===== src/rtl/pong_pkg.sv =====
// pong_pkg: shared opcodes, FSM states and result-field layout for the pong score port.
// Revision 1.0
`default_nettype none

package pong_pkg;

  localparam int SCORE_W_DEF = 8;

  localparam logic [1:0] OP_READ_SCORE  = 2'd0;
  localparam logic [1:0] OP_CLEAR       = 2'd1;
  localparam logic [1:0] OP_SET_WIN     = 2'd2;
  localparam logic [1:0] OP_READ_EVENTS = 2'd3;

  typedef enum logic [1:0] {
    ST_IDLE = 2'd0,
    ST_EXEC = 2'd1,
    ST_RESP = 2'd2
  } fsm_state_e;

  localparam int RES_GAME_OVER_BIT = 31;
  localparam int RES_SCORE2_LSB    = 8;
  localparam int RES_SCORE1_LSB    = 0;
  localparam int RES_SCORE_FLD_W   = 8;
  localparam int RES_EVT1_BIT      = 0;
  localparam int RES_EVT2_BIT      = 1;

endpackage

`default_nettype wire


===== src/rtl/score_port_if.sv =====
// score_port_if: Nios II multi-cycle custom-instruction handshake bundle.
// Revision 1.0
`default_nettype none

interface score_port_if;
  logic        CLK_EN;
  logic        START;
  logic [1:0]  N;
  logic [31:0] dataa;
  logic        DONE;
  logic [31:0] result;

  modport master (output CLK_EN, START, N, dataa, input DONE, result);
  modport slave  (input CLK_EN, START, N, dataa, output DONE, result);
endinterface

`default_nettype wire


===== src/rtl/edge_pulse.sv =====
// edge_pulse: rising-edge detector; history loads the live input during reset.
// Revision 1.0
`default_nettype none

module edge_pulse (
  input  logic clk,
  input  logic rst_n,
  input  logic d,
  output logic pulse
);

  logic prev_q;
  logic prev_d;

  always_comb prev_d = d;

  // Loading d under reset keeps a level held through reset from looking like an edge.
  always_ff @(posedge clk) begin
    if (!rst_n) prev_q <= d;
    else        prev_q <= prev_d;
  end

  assign pulse = d & ~prev_q;

endmodule

`default_nettype wire


===== src/rtl/score_port.sv =====
// score_port: goal counter / game-over tracker answering custom-instruction opcodes.
// Revision 1.0 -- optional sticky event flags enabled by SCORE_PORT_EVENTS_EN.
`default_nettype none

module score_port
  import pong_pkg::*;
#(
  parameter int WIN_SCORE = 7,
  parameter int SCORE_W   = SCORE_W_DEF
) (
  input  logic         CLK,
  input  logic         RST_BTN,
  input  logic         GOAL_L,
  input  logic         GOAL_R,
  output logic         GAME_OVER,
  score_port_if.slave  ci
);

  localparam logic [1:0]         S_IDLE    = ST_IDLE;
  localparam logic [1:0]         S_EXEC    = ST_EXEC;
  localparam logic [1:0]         S_RESP    = ST_RESP;
  localparam logic [SCORE_W-1:0] WIN_DEF   = SCORE_W'(WIN_SCORE);
  localparam logic [SCORE_W-1:0] SCORE_MAX = '1;

  logic [1:0]         state_q, state_d;
  logic [1:0]         op_q, op_d;
  logic [7:0]         arg_q, arg_d;
  logic               done_q, done_d;
  logic [31:0]        result_q, result_d;
  logic [SCORE_W-1:0] score1_q, score1_d;
  logic [SCORE_W-1:0] score2_q, score2_d;
  logic [SCORE_W-1:0] win_q, win_d;
  logic               game_over_q, game_over_d;
  logic               recompute_q, recompute_d;

  logic goal_r_pulse, goal_l_pulse;
  logic exec_fire, do_clear, inc1, inc2;
  logic unused_dataa_hi;

  edge_pulse u_edge_r (.clk(CLK), .rst_n(RST_BTN), .d(GOAL_R), .pulse(goal_r_pulse));
  edge_pulse u_edge_l (.clk(CLK), .rst_n(RST_BTN), .d(GOAL_L), .pulse(goal_l_pulse));

  assign exec_fire = ci.CLK_EN && (state_q == S_EXEC);
  assign do_clear  = exec_fire && (op_q == OP_CLEAR);
  // A clear in the same cycle as a goal edge drops the point.
  assign inc1 = goal_r_pulse && !game_over_q && !do_clear && (score1_q != SCORE_MAX);
  assign inc2 = goal_l_pulse && !game_over_q && !do_clear && (score2_q != SCORE_MAX);
  assign unused_dataa_hi = ^ci.dataa[31:8];

`ifdef SCORE_PORT_EVENTS_EN
  logic evt1_q, evt1_d;
  logic evt2_q, evt2_d;

  always_comb begin
    evt1_d = evt1_q;
    evt2_d = evt2_q;
    if (do_clear || (exec_fire && (op_q == OP_READ_EVENTS))) begin
      evt1_d = 1'b0;
      evt2_d = 1'b0;
    end
    if (inc1) evt1_d = 1'b1;
    if (inc2) evt2_d = 1'b1;
  end

  always_ff @(posedge CLK) begin
    if (!RST_BTN) begin
      evt1_q <= 1'b0;
      evt2_q <= 1'b0;
    end else begin
      evt1_q <= evt1_d;
      evt2_q <= evt2_d;
    end
  end
`endif

  always_comb begin
    state_d     = state_q;
    op_d        = op_q;
    arg_d       = arg_q;
    done_d      = done_q;
    result_d    = result_q;
    win_d       = win_q;
    recompute_d = 1'b0;
    case (state_q)
      S_IDLE: begin
        if (ci.CLK_EN && ci.START) begin
          state_d = S_EXEC;
          op_d    = ci.N;
          arg_d   = ci.dataa[7:0];
        end
      end
      S_EXEC: begin
        if (ci.CLK_EN) begin
          state_d  = S_RESP;
          done_d   = 1'b1;
          result_d = '0;
          case (op_q)
            OP_READ_SCORE: begin
              result_d[RES_GAME_OVER_BIT]                 = game_over_q;
              result_d[RES_SCORE2_LSB +: RES_SCORE_FLD_W] = RES_SCORE_FLD_W'(score2_q);
              result_d[RES_SCORE1_LSB +: RES_SCORE_FLD_W] = RES_SCORE_FLD_W'(score1_q);
            end
            OP_CLEAR: result_d = '0;
            OP_SET_WIN: begin
              win_d       = (arg_q == 8'd0) ? WIN_DEF : SCORE_W'(arg_q);
              result_d    = 32'(win_d);
              recompute_d = 1'b1;
            end
            default: begin
`ifdef SCORE_PORT_EVENTS_EN
              result_d[RES_EVT1_BIT] = evt1_q;
              result_d[RES_EVT2_BIT] = evt2_q;
`else
              result_d = '0;
`endif
            end
          endcase
        end
      end
      S_RESP: begin
        if (ci.CLK_EN) begin
          state_d = S_IDLE;
          done_d  = 1'b0;
        end
      end
      default: begin
        state_d = S_IDLE;
        done_d  = 1'b0;
      end
    endcase
  end

  always_comb begin
    score1_d    = score1_q;
    score2_d    = score2_q;
    game_over_d = game_over_q;
    if (inc1) score1_d = score1_q + 1'b1;
    if (inc2) score2_d = score2_q + 1'b1;
    if (do_clear) begin
      score1_d    = '0;
      score2_d    = '0;
      game_over_d = 1'b0;
    end else if (recompute_q) begin
      // The cycle after a win-score load re-judges the game against the new threshold.
      game_over_d = (score1_d >= win_q) || (score2_d >= win_q);
    end else if ((inc1 && (score1_d == win_q)) || (inc2 && (score2_d == win_q))) begin
      game_over_d = 1'b1;
    end
  end

  always_ff @(posedge CLK) begin
    if (!RST_BTN) begin
      state_q     <= S_IDLE;
      op_q        <= OP_READ_SCORE;
      arg_q       <= '0;
      done_q      <= 1'b0;
      result_q    <= '0;
      score1_q    <= '0;
      score2_q    <= '0;
      win_q       <= WIN_DEF;
      game_over_q <= 1'b0;
      recompute_q <= 1'b0;
    end else begin
      state_q     <= state_d;
      op_q        <= op_d;
      arg_q       <= arg_d;
      done_q      <= done_d;
      result_q    <= result_d;
      score1_q    <= score1_d;
      score2_q    <= score2_d;
      win_q       <= win_d;
      game_over_q <= game_over_d;
      recompute_q <= recompute_d;
    end
  end

  assign ci.DONE   = done_q;
  assign ci.result = result_q;
  assign GAME_OVER = game_over_q;

endmodule

`default_nettype wire

===== src/flat_wrapper.sv =====
// flat-port wrapper written by rule: the top's interface ports become plain ports
module score_port_flat import pong_pkg::*;
#(
  parameter int WIN_SCORE = 7,
  parameter int SCORE_W   = SCORE_W_DEF
)
  (CLK, RST_BTN, GOAL_L, GOAL_R, GAME_OVER, ci_CLK_EN, ci_START, ci_N, ci_dataa, ci_DONE, ci_result);
  score_port_if ci_i ();
  input  logic CLK;
  input  logic RST_BTN;
  input  logic GOAL_L;
  input  logic GOAL_R;
  output logic GAME_OVER;
  input wire logic [$bits(ci_i.CLK_EN)-1:0] ci_CLK_EN;
  input wire logic [$bits(ci_i.START)-1:0] ci_START;
  input wire logic [$bits(ci_i.N)-1:0] ci_N;
  input wire logic [$bits(ci_i.dataa)-1:0] ci_dataa;
  output wire logic [$bits(ci_i.DONE)-1:0] ci_DONE;
  output wire logic [$bits(ci_i.result)-1:0] ci_result;
  assign ci_i.CLK_EN = ci_CLK_EN;
  assign ci_i.START = ci_START;
  assign ci_i.N = ci_N;
  assign ci_i.dataa = ci_dataa;
  assign ci_DONE = ci_i.DONE;
  assign ci_result = ci_i.result;
  score_port #(.WIN_SCORE(WIN_SCORE), .SCORE_W(SCORE_W)) u_core (.CLK(CLK), .RST_BTN(RST_BTN), .GOAL_L(GOAL_L), .GOAL_R(GOAL_R), .GAME_OVER(GAME_OVER), .ci(ci_i));
endmodule

===== config.mk =====
export PLATFORM = sky130hd
export DESIGN_NAME = score_port_flat
export DESIGN_NICKNAME = d
export VERILOG_FILES = /design/src/rtl/pong_pkg.sv /design/src/rtl/score_port_if.sv /design/src/rtl/edge_pulse.sv /design/src/rtl/score_port.sv /design/src/flat_wrapper.sv
export SDC_FILE = /design/constraint.sdc
export NUM_CORES = 1
export LEC_CHECK = 0
export BUFFER_PORTS_ARGS = -buffer_cell sky130_fd_sc_hd__buf_2
export CORE_MARGIN = 1
export CORE_UTILIZATION = 23
export CTS_CLUSTER_DIAMETER = 100
export DETAILED_ROUTE_END_ITERATION = 12
export PLACE_DENSITY = 0.46
export SETUP_SLACK_MARGIN = 0.4
export SYNTH_ARGS = -nofsm -noshare
export SYNTH_HDL_FRONTEND = slang
export SYNTH_SLANG_ARGS = --single-unit

===== constraint.sdc =====
create_clock -name CLK -period 7.2 [get_ports CLK]
set_input_delay 0.72 -clock CLK [delete_from_list [all_inputs] [get_ports CLK]]
set_output_delay 0.72 -clock CLK [all_outputs]
set_load 0.005 [all_outputs]

-- Word-level counts from Yosys, hierarchy flattened
Cells that the tools add are included.
- flip-flop bits (word level): 58
- latch bits: 0
- bits in writable memories: 0
- ROM bits: 0
- bits of input ports: 40
- word-level logic and storage cells: 74
- memories kept: 0
- add/sub/neg operators: 2
- $mul: 0
- div/mod/pow operators: 0
- magnitude comparators: 2
- eq/ne operators: 11
- shift operators: 0
- mux-type cells: 15
- bitwise logic cells: 6
- reductions and logical operators: 26
- operator list (kind ; number):
    one-hot mux 16 bit (2 select lines) ; 1
    two-way mux 8 bit ; 3
    adder 8 x 1 -> 8 bit, second input constant ; 2
    == test 8 bit ; 2
    >= comparator 8 bit ; 2
    inequality test 8 bit, second input constant ; 2
    AND reduction 3 bit ; 4
    logical AND 1 bit ; 11
    zero test 8 bit ; 1
    two-way mux 1 bit ; 6
    two-way mux 2 bit ; 3
    one-hot mux 2 bit (3 select lines) ; 1
    == test 2 x 1 -> 1 bit, second input constant ; 2
    == test 2 bit, second input constant ; 2
    zero test 2 bit ; 2
    inequality test 2 bit, second input constant ; 2
    NOT 1 bit ; 4
    AND reduction 2 bit ; 2
    one-hot mux 1 bit (3 select lines) ; 1
    bitwise AND 1 bit ; 2
    zero test 1 bit ; 2
    logical OR 1 bit ; 2
    inequality test 2 x 1 -> 1 bit, second input constant ; 1
    nonzero test 2 bit ; 1
    OR reduction 2 bit ; 1

-- Longest topological paths before layout
Gate-level depths: netlist of the first run.
- word-level depth: 12
- gate-level depth with buffers: 11
- gate-level depth less buffers: 10

-- Hierarchy
A second synthesis of the first run with hierarchy kept.
- cell total of the unflattened synthesis: 344
- area total of the unflattened synthesis: 2964.1 µm²
- by module, submodules not included (module ; instances ; cells an instance ; area each (µm²) ; seq. area each (µm²)):
    score_port ; 1 ; 340 ; 2896.5 ; 1121.1
    edge_pulse ; 2 ; 2 ; 33.8 ; 20.0

-- Least setup slack after synthesis of the first run
No wires, ideal clock.
- path type: input port to flip-flop
- start point: input port GOAL_R
- end point: register u_core.game_over_q, in the netlist u_core.GAME_OVER
- arrival time: 2.593 ns
- required time: 7.073 ns
- path slack: 4.481 ns
- stages: 9
- path buffers: 0
- path through: nor3b_2 o21ai_4 nor4_4 xor2_1 ha_1 a21o_1 a311o_1 nor4_1 nor3_1
- cells in the longest elaborated chain, start to end: 9
- elaborated cells on any way between the ends: 12
- classes of those cells: order compare (1); eq/ne (1); mux (2); bitwise (1); reduce/logical (7)
- ends and longest elaborated chain (item ; RTL line ; RTL):
    from (decl) ; flat_wrapper.sv:12 ; input logic GOAL_R;
    bitwise AND 1 bit (*) ; edge_pulse.sv:23 ; assign pulse = d & ~prev_q;
    logical AND 1 bit (*) (3 in series) ; score_port.sv:46 ; assign inc1 = goal_r_pulse && !game_over_q && !do_clear && (score1_q != SCORE_MAX);
    parallel branches: the longest is 5 deep, another holds >= comparator 8 bit ; -- ;
    to (signal assigned) ; score_port.sv:172 ; game_over_q <= game_over_d;
    to (decl) ; score_port.sv:33 ; logic game_over_q, game_over_d;
Every way passes the cells marked *.
A chain may end at the register's enable or synchronous reset.

-- Worst setup path in the final report of the first run
- start point: input port ci_CLK_EN
- end point: register u_core.game_over_q, in the netlist u_core.GAME_OVER
- cells in the longest elaborated chain, start to end: 10
- elaborated cells on any way between the ends: 20
- classes of those cells: order compare (2); eq/ne (2); mux (3); reduce/logical (13)
- ends and longest elaborated chain (item ; RTL line ; RTL):
    from (decl) ; flat_wrapper.sv:14 ; input wire logic [$bits(ci_i.CLK_EN)-1:0] ci_CLK_EN;
    logical AND 1 bit (*) ; score_port.sv:43 ; assign exec_fire = ci.CLK_EN && (state_q == S_EXEC);
    logical AND 1 bit (*) ; score_port.sv:44 ; assign do_clear = exec_fire && (op_q == OP_CLEAR);
    parallel branches: the longest is 8 deep, another holds >= comparator 8 bit ; -- ;
Marks and branches as above.

==> results of run 1 <==
==> layout make-up <==
cell class / instances / area (µm²)
tap: 172 / 215
clock inverter: 2 / 60.1
inverter: 7 / 26.3
timing repair buffer: 34 / 170
multi-input combinational: 245 / 1700
fill: 1400 / 9130
sequential: 58 / 1160
clock buffer: 13 / 260
==> report_power, final <==
| part | total [mW] | switching, mW | internal (mW) |
|---|---|---|---|
| clock | 0.459 | 0.139 | 0.319 |
| combinational | 0.0428 | 0.0244 | 0.0184 |
| sequential | 0.336 | 0.00817 | 0.328 |
==> through the flow <==
step	hold slack [ns]	utilization, %	instances	setup WS (ns)
after floorplan	0.443	-	339	4.48
after global placement	0.454	25.7	516	3.42
after detailed placement	0.464	25.7	516	3.39
after CTS	0.471	28.3	531	3.74
after global routing	0.495	28.3	531	3.49
final	0.467	28.3	531	3.78
==> worst reg2reg max path: cells and delay by family, from the launching register on <==
family | cells | cell delay [ns]
simple gates | 4 | 1.12
compound gates | 5 | 1.47
fa+ha+maj | 1 | 0.30
flops | 1 | 0.35
==> logic make-up (layout without fill, tap and decap cells) <==
family,count (synthesis),after routing,share of synthesized area [%]
and+or+nand+nor,128,128,25.0
AOI/OAI and AO/OA,64,64,15.5
DFF,58,58,38.4
buffers and inverters,36,56,7.07
adders and majority gates,18,18,7.44
xor gates and xnor gates,12,12,3.47
muxes,8,8,3.02
other,1,15,0.124
==> metal layers <==
| layer | wire length [µm] | up-vias | track usage, % |
|---|---|---|---|
| met2 | 3080 | 44 | 18.1 |
| met3 | 255 | 4 | 3.94 |
| met5 | 0 | - | 0 |
| met4 | 26 | 0 | 3.38 |
| met1 | 3190 | 1029 | 12.9 |
| li1 | - | 1181 | - |
==> state kept, by name, summed over array words and instances, names as in the netlist <==
signal,flops
u_core.ci.result,17
u_core.arg_q,8
u_core.score1_q,8
u_core.score2_q,8
u_core.win_q,8
u_core.op_q,2
u_core.state_q,2
u_core.GAME_OVER,1
u_core.ci.DONE,1
u_core.recompute_q,1
u_core.u_edge_l.prev_q,1
u_core.u_edge_r.prev_q,1
==> synth_stat cells (all sizes together), types with 2 or more instances <==
library cell / instances
dfxtp: 58
nand2: 39
nor2b: 28
buf: 21
a21boi: 20
ha: 18
a22oi: 13
nor3: 12
a21oi: 11
nor2: 10
nand3: 9
clkbuf: 8
inv: 7
nand4: 7
xnor2: 7
o21ai: 6
and3: 5
mux2i: 5
xor2: 5
nor3b: 4
o211ai: 4
and2: 3
and4: 3
mux2: 3
nor4: 2
o211a: 2
or4: 2
==> final timing paths <==
kind                                  startpoint                            end  slack, ns  cells after the start
hold / removal      u_core.win_q[5]$_SDFFE_PN0P_   u_core.win_q[5]$_SDFFE_PN0P_       0.47                      2
hold reg to reg     u_core.win_q[5]$_SDFFE_PN0P_   u_core.win_q[5]$_SDFFE_PN0P_       0.47                      2
setup reg to reg  u_core.state_q[1]$_SDFFE_PN0P_  u_core.GAME_OVER$_SDFFE_PP0P_       3.81                     10
setup / recovery                       ci_CLK_EN  u_core.GAME_OVER$_SDFFE_PP0P_       3.78                     11
==> impl_results.md, run 1 <==
* Crit path required time at 7.38 ns
* Final Cell Area at 0.00360 mm²
* Dpl hpwl at 4790 µm
* Leak at 1.46 nW
* Vias in the first global route at 2,280
* Area leader, netlist: dfxtp_1
* Crit-path max cell delay at 0.58 ns
* Antenna violations before repair at 0
* Post-synthesis sequential area ratio at 38.4%
* GRT Residual Overflow at 0
* Number of DRC markers in iteration 0 at 72
* DR pass1 iterations at 4
* Post-Route WL at 6540 µm
* Final hold vios at 0
* Core box area at 0.0127 mm²
* Top cell by count, worst path: nor3_1
* CTS Buf Count at 9
* Cell Pwr Density at 233 mW/mm²
* Crit start category: primary input
* Worst EP arrival at 3.60 ns
* Antenna-violating nets left at 0
* Post-synth EDFFs at 0
* Relative slew slack at 38.9%
* Final net count at 413
* Synth unique cells at 54
* Height of the die at 117 µm
* Yosys top cell area share at 38.4%
* Post CTS Setup Buffer Count at 0
* Top area cells in the synthesized netlist: dfxtp_1, ha_1, nor2b_1
* MaxCap Viol Count at 0
* CTS root buf: clkbuf_16
* Tot GR Track Use at 10.8%
* Synth Instances at 325
* Worst hold path class: flop to flop
* Skew-Pair Late Insertion Delay at 0.33 ns
* Register bit total from synthesis at 58
* Die Area at 0.0136 mm²
* RSZ-0062 raised after global routing: false
* Critical path type: primary input to flop
* Ant diodes at 0
* Routed vias at 2,258
* Status: finished, final reports clean
* Max frequency at 0.292 GHz
* Final Cycle Share at 47.5%
* Clock-pin slew on the worst setup and hold paths at 0.05 ns
* Global-route wire length before repair at 11,200 µm
* Clock Tree Buf Depth at 2
* Cell Area, Synth at 0.00303 mm²
* DRC viols at 0
* Top cell family by delay on the critical path: compound AO/OA/AOI/OAI gates
* Std-Cell Rows at 41
* CP max stage cell: o21ai_4
* Ports at 74
* Mean routed wirelength per cell at 12.3 µm
* Count of final max-slew check failures at 0
* CP max FO at 30
* H-tree levels at 3
* Buffers & Inverters on Critical Path at 1
* Synthesis-to-layout area growth at 18.9%
* Port bufs at 34
* Placer Congestion at 0.753
* Avg Cell Area, Syn at 9.31 µm²
* Async S/R FF share, synth at 0%
* Post-CTS Resized at 0
* Setup violators final at 0
* Synth Flop Type: dfxtp_1
* Min Tclk post-route at 3.42 ns
* Sink Count at 58
* Chip width at 117 µm
* Most frequent cells in the layout: dfxtp_1, nand2_1, buf_2
* Crit. End Element: flop
* Via/cell ratio at 4.25
* Maximum number of pins on one net before global-route repair at 43
* Worst Skew at 0.00628 ns
* Placed inst area at 0.00328 mm²
* CP cell instances: buf_2, nand3b_2, o21ai_4, nor3_1, a21boi_1, ha_1, a22oi_1, o2111ai_1, a311o_1, nor4_1, nor3_1
* CTS tree: built
* Ys Warns at 0
* Commonest non-fill, non-tap cell in the layout: dfxtp_1
* CTS Hold Bufs at 0
* Worst VDD drop at 0.000147 V
* Final Total Pwr at 0.838 mW
* Setup TNS at 0 ns
* Measured slew at the worst slew-check pin at 0.911 ns
* Layout cells sized above 1 at 18.7%
* Initial Utilization at 23.8%
(Power assumes the default switching activity.)
==> inputs of run 2 (changes only) <==
==> constraint.sdc (replaced) <==
create_clock -name CLK -period 3.4 [get_ports CLK]
set_input_delay 0.34 -clock CLK [delete_from_list [all_inputs] [get_ports CLK]]
set_output_delay 0.34 -clock CLK [all_outputs]
set_load 0.005 [all_outputs]
==> impl_results.md, run 2 (synthesized netlist as in run 1, its figures left out) <==
* Register area at 0.00116 mm²
* Reg power frac at 42.2%
* RSZ-0062 raised after global routing: false
* Post-Route WL at 6780 µm
* Sink Count at 58
* Fill cells at 1,409
* Number of flip-flops in the largest register at 17
* Status: finished, final reports clean
* Net Sw Frac at 23.0%
* Worst hold path class: primary input to flop
* Count of final max-slew check failures at 0
* Initial Utilization at 23.8%
* Critical path type: flop to flop
* CTS Hold Bufs at 0
* Number of DRC markers in iteration 0 at 100
* Layout Cells excl Fill at 537
* Final hold vios at 0
* Maximum number of pins on one net before global-route repair at 25
* Vias in the first global route at 2,332
* GRT Residual Overflow at 0
* Mean routed wirelength per cell at 12.6 µm
* Tot GR Track Use at 11.1%
* Ant diodes at 0
* Relative slew slack at 38.8%
* CTS Buf Count at 9
* Final Cycle Share at 81.2%
* Combinational Power Share at 5.7%
* Ports at 74
* Max frequency at 0.362 GHz
* Core box area at 0.0127 mm²
* CP max FO at 5
* Measured slew at the worst slew-check pin at 0.912 ns
* Crit start category: flop
* Commonest non-fill, non-tap cell in the layout: dfxtp_1
* Worst EP arrival at 2.95 ns
* Setup violators final at 0
* Cell Int Power at 1.30 mW
* Std-Cell Rows at 41
* Clock-pin slew on the worst setup and hold paths at 0.05 ns
* DR pass1 iterations at 4
* Height of the die at 117 µm
* Antenna-violating nets left at 0
* Leak at 1.48 nW
* Skew-Pair Late Insertion Delay at 0.33 ns
* DP Cell Count at 520
* Synthesis-to-layout area growth at 19.3%
* Util after Layout at 28.4%
* Worst VDD drop at 0.000232 V
* Psw at 0.387 mW
* Via/cell ratio at 4.32
* H-tree levels at 3
* Most frequent cells in the layout: dfxtp_1, nand2_1, buf_2
* Clock Tree Buf Depth at 2
* Final net count at 418
* Area of the multi-input gates at 0.00171 mm²
* Setup TNS at 0 ns
* Port bufs at 34
* Die Area at 0.0136 mm²
* Dpl hpwl at 5030 µm
* Chip width at 117 µm
* Layout cells sized above 1 at 20.8%
* Global-route wire length before repair at 11,400 µm
* Routed vias at 2,318
* Crit path required time at 3.59 ns
* Crit. End Element: flop
* CTS root buf: clkbuf_16
* DRC viols at 0
* Antenna violations before repair at 0
* Cell Pwr Density at 466 mW/mm²
* Min Tclk post-route at 2.76 ns
* Placer Congestion at 0.759
* Clock network fraction of design power at 52.1%
* CTS tree: built
* MaxCap Viol Count at 0
* Worst Skew at 0.00595 ns
==> run 2: path summary, 6_finish.rpt <==
check                                     start                              to  slack (ns)  depth (start not counted)
setup / recovery  u_core.GAME_OVER$_SDFFE_PP0P_   u_core.GAME_OVER$_SDFFE_PP0P_        0.64                         10
setup reg to reg  u_core.GAME_OVER$_SDFFE_PP0P_   u_core.GAME_OVER$_SDFFE_PP0P_        0.64                         10
hold reg to reg    u_core.win_q[5]$_SDFFE_PN0P_    u_core.win_q[5]$_SDFFE_PN0P_        0.47                          2
hold / removal                           GOAL_L  u_core.u_edge_l.prev_q$_DFF_P_        0.12                          1
==> run 2: per-layer routing <==
metal | part of all wire, % | track usage [%] | vias up
li1 | - | - | 1191
met1 | 50 | 14.1 | 1071
met2 | 45 | 17.5 | 45
met3 | 3.8 | 3.63 | 11
met4 | 1.3 | 3.88 | 0
met5 | 0 | 0 | -
==> run 2: power groups by stage <==
stage	sequential, mW	clock, mW	combinational (mW)
2_1_floorplan	0.717	0	0.0836
3_5_place_dp	0.724	0	0.0969
6_report	0.709	0.878	0.0960
5_1_grt	0.711	0.945	0.111
4_1_cts	0.709	0.900	0.0973
3_3_place_gp	0.724	0	0.0955
==> run 2: timing repair <==
item	CTS	global route
setup buffers	0	1
setup endpoints to repair	0	1
gates resized for setup	0	2
==> run 2: through the flow <==
step	hold WS, ns	setup WS, ns	area (µm²)	power, mW
after floorplan	0.368	0.938	3080	0.801
after global placement	0.454	0.553	3310	0.819
after detailed placement	0.458	0.513	3310	0.820
after CTS	0.116	0.516	3590	1.71
after global routing	0.117	0.422	3610	1.77
final	0.123	0.641	3610	1.68
==> run 2: critical path, stage by stage (launching register included) <==
cell and delay [ns]:
dfxtp_1 0.37, nor3b_2 0.28, o21ai_4 0.11, buf_4 0.18, nor4_4 0.29, xor2_1 0.22, ha_1 0.28, a21o_1 0.18
a311o_1 0.35, nor4_1 0.28, nor3_1 0.07
==> run 2: cell type report <==
cell class                      count  share of cell area [%]
Clock inverter                      6                    1.60
Multi-Input combinational cell    245                    47.4
Sequential cell                    58                    32.2
Clock buffer                       10                    6.35
Timing Repair Buffer               39                    5.76
Inverter                            7                   0.728
Tap cell                          172                    5.96
==> inputs of run 3 (changes only) <==
--- a/config.mk
+++ b/config.mk
@@ -10,7 +10,7 @@
 export CORE_UTILIZATION = 23
 export CTS_CLUSTER_DIAMETER = 100
 export DETAILED_ROUTE_END_ITERATION = 12
-export PLACE_DENSITY = 0.46
+export PLACE_DENSITY = 0.47
 export SETUP_SLACK_MARGIN = 0.4
 export SYNTH_ARGS = -nofsm -noshare
 export SYNTH_HDL_FRONTEND = slang
==> constraint.sdc (replaced) <==
create_clock -name CLK -period 2.3 [get_ports CLK]
set_input_delay 0.23 -clock CLK [delete_from_list [all_inputs] [get_ports CLK]]
set_output_delay 0.23 -clock CLK [all_outputs]
set_load 0.005 [all_outputs]
==> impl_results.md, run 3 (synthesized netlist as in run 1, its figures left out) <==
* Status: finished with violations
* Failing checks: negative setup slack
* Initial Utilization at 23.8%
* H-tree levels at 3
* Ports at 74
* Placed inst area at 0.00373 mm²
* Clock-pin slew on the worst setup and hold paths at 0.05 ns
* CP max stage cell: dfxtp_4
* Register-to-Register Path Depth at 11
* Relative slew slack at 56.4%
* Antenna violations before repair at 0
* CTS root buf: clkbuf_16
* Net Sw Frac at 22.1%
* Dpl hpwl at 5730 µm
* Tot GR Track Use at 12.0%
* Count of final max-slew check failures at 0
* DRC viols at 0
* Setup violators final at 1
* Maximum number of pins on one net before global-route repair at 42
* Core box area at 0.0127 mm²
* Height of the die at 117 µm
* Worst hold endpoint: u_core.u_edge_r.prev_q$_DFF_P_
* Chip width at 117 µm
* Fin worst setup slack at -0.150 ns
* Hold depth at 1
* Final net count at 464
* Vias in the first global route at 2,439
* Synthesis-to-layout area growth at 34.9%
* Antenna-violating nets left at 0
* Final Cell Area at 0.00408 mm²
* Worst EP arrival at 2.64 ns
* Layout cells sized above 1 at 34.1%
* Global-route wire length before repair at 12,200 µm
* Combinational Power Share at 7.7%
* Min-delay src: GOAL_R
* Sink Count at 58
* Measured slew at the worst slew-check pin at 0.653 ns
* Top cell family by delay on the critical path: simple AND/OR/NAND/NOR gates
* Crit-path max cell delay at 0.36 ns
* CTS Buf Count at 9
* Post-Route WL at 7400 µm
* Skew-Pair Late Insertion Delay at 0.33 ns
* Final hold vios at 0
* MaxCap Viol Count at 0
* Reg2reg start: u_core.GAME_OVER$_SDFFE_PP0P_
* RSZ-0062 raised after global routing: true
* Number of DRC markers in iteration 0 at 102
* GRT Residual Overflow at 0
* Fill cells at 1,410
* Std-Cell Rows at 41
* Ant diodes at 0
* CP cell instances: nor3b_4, o21ai_4, buf_6, nor3b_2, xor2_1, ha_1, nand4_1, nor2_1, a311o_1, nor4_2, nor3_1
* Reg power frac at 41.3%
* Cell Int Power at 1.97 mW
* Crit. End Element: flop
* CTS tree: built
* R2R Setup Slk at -0.15 ns
* Clock network fraction of design power at 51.0%
* Leak at 1.76 nW
* Worst Skew at 0.00428 ns
* Die Area at 0.0136 mm²
* Clock Tree Buf Depth at 2
* Placer Congestion at 0.768
* Cell Pwr Density at 620 mW/mm²
* CTS Hold Bufs at 0
* Via/cell ratio at 4.39
* Min Tclk post-route at 2.45 ns
* Most frequent cells in the layout: buf_4, dfxtp_1, nand2_1
* Worst R2R End: u_core.GAME_OVER$_SDFFE_PP0P_
* Max frequency at 0.408 GHz
* Port bufs at 34
* Buffers & Inverters on Critical Path at 1
* Worst hold path class: primary input to flop
* Critical path type: flop to flop
* Crit path required time at 2.49 ns
* Psw at 0.558 mW
* CP max FO at 8
* DR pass1 iterations at 4
* Number of flip-flops in the largest register at 17
* Worst VDD drop at 0.000306 V
* Setup TNS at -0.150 ns
* Crit start category: flop
* Final Cycle Share at 107%
* Mean routed wirelength per cell at 12.7 µm
* Commonest non-fill, non-tap cell in the layout: buf_4
* Routed vias at 2,557
[run 3: cell types whose count changed in the layout (fill, tap and decap cells not counted), moves of 3 or more]
| cell | delta |
|---|---|
| buf_4 | +45 |
| clkinv_2 | -3 |
| dfxtp_1 | -11 |
| dfxtp_2 | +10 |
| ha_1 | -3 |
| ha_4 | +3 |
[run 3: worst max path at each step]
| stage | cells after the start | endpoint | startpoint |
|---|---|---|---|
| 2_1_floorplan | 11 | u_core.GAME_OVER$_SDFFE_PP0P_ | u_core.score1_q[4]$_SDFF_PP0_ |
| 3_3_place_gp | 10 | u_core.GAME_OVER$_SDFFE_PP0P_ | u_core.GAME_OVER$_SDFFE_PP0P_ |
| 3_5_place_dp | 9 | u_core.GAME_OVER$_SDFFE_PP0P_ | u_core.GAME_OVER$_SDFFE_PP0P_ |
| 4_1_cts | 11 | u_core.GAME_OVER$_SDFFE_PP0P_ | u_core.GAME_OVER$_SDFFE_PP0P_ |
| 5_1_grt | 11 | u_core.GAME_OVER$_SDFFE_PP0P_ | u_core.GAME_OVER$_SDFFE_PP0P_ |
| 6_report | 11 | u_core.GAME_OVER$_SDFFE_PP0P_ | u_core.GAME_OVER$_SDFFE_PP0P_ |
[run 3: metrics by stage]
| step | utilization (%) | hold WS [ns] | cells | setup WS (ns) | total power [mW] |
|---|---|---|---|---|---|
| 2_1_floorplan | - | 0.258 | 339 | 0.0331 | 1.19 |
| 3_3_place_gp | 29.3 | 0.348 | 565 | -0.265 | 1.26 |
| 3_5_place_dp | 29.3 | 0.349 | 565 | -0.229 | 1.26 |
| 4_1_cts | 32.0 | 0.000588 | 583 | -0.180 | 2.58 |
| 5_1_grt | 32.1 | 0.00154 | 583 | -0.324 | 2.64 |
| 6_report | 32.1 | 0.0161 | 583 | -0.150 | 2.53 |
[run 3: timing repair]
action | in CTS | in global routing
gates resized for setup | 4 | 3
setup buffers | 2 | 0
endpoints found under the setup margin | 1 | 2
pin swaps | 7 | 2
[run 3: area by class of cell]
type / count / area, µm² / share of cell area (%)
repair buffers: 85 / 557 / 13.6
multi-input cells: 245 / 1810 / 44.4
clock buffers: 15 / 289 / 7.08
flip-flops and latches: 58 / 1180 / 28.9
well taps: 172 / 215 / 5.27
inverters: 7 / 26.3 / 0.644
clock inverters: 1 / 5.00 / 0.123
[run 3: per-layer routing]
layer	wire [µm]	GRT usage, %	vias to the layer above
li1	-	-	1288
met1	3610	15.3	1203
met2	3430	19.1	62
met3	317	3.84	4
met4	50	4.05	0
met5	0	0	-
[run 3: worst reg2reg max path, delay by kind of cell, from the launching register on]
family	cells	cell delay (ns)
AOI/OAI and AO/OA	2	0.48
xor gates and xnor gates	1	0.25
adders and majority gates	1	0.29
buffers and inverters	1	0.15
DFF	1	0.36
and+or+nand+nor	6	0.78
[run 3: power groups by stage]
stage	clock [mW]	combinational, mW	sequential [mW]
2_1_floorplan	0	0.131	1.06
3_3_place_gp	0	0.191	1.07
3_5_place_dp	0	0.193	1.07
4_1_cts	1.34	0.196	1.04
5_1_grt	1.37	0.219	1.05
6_report	1.29	0.194	1.05
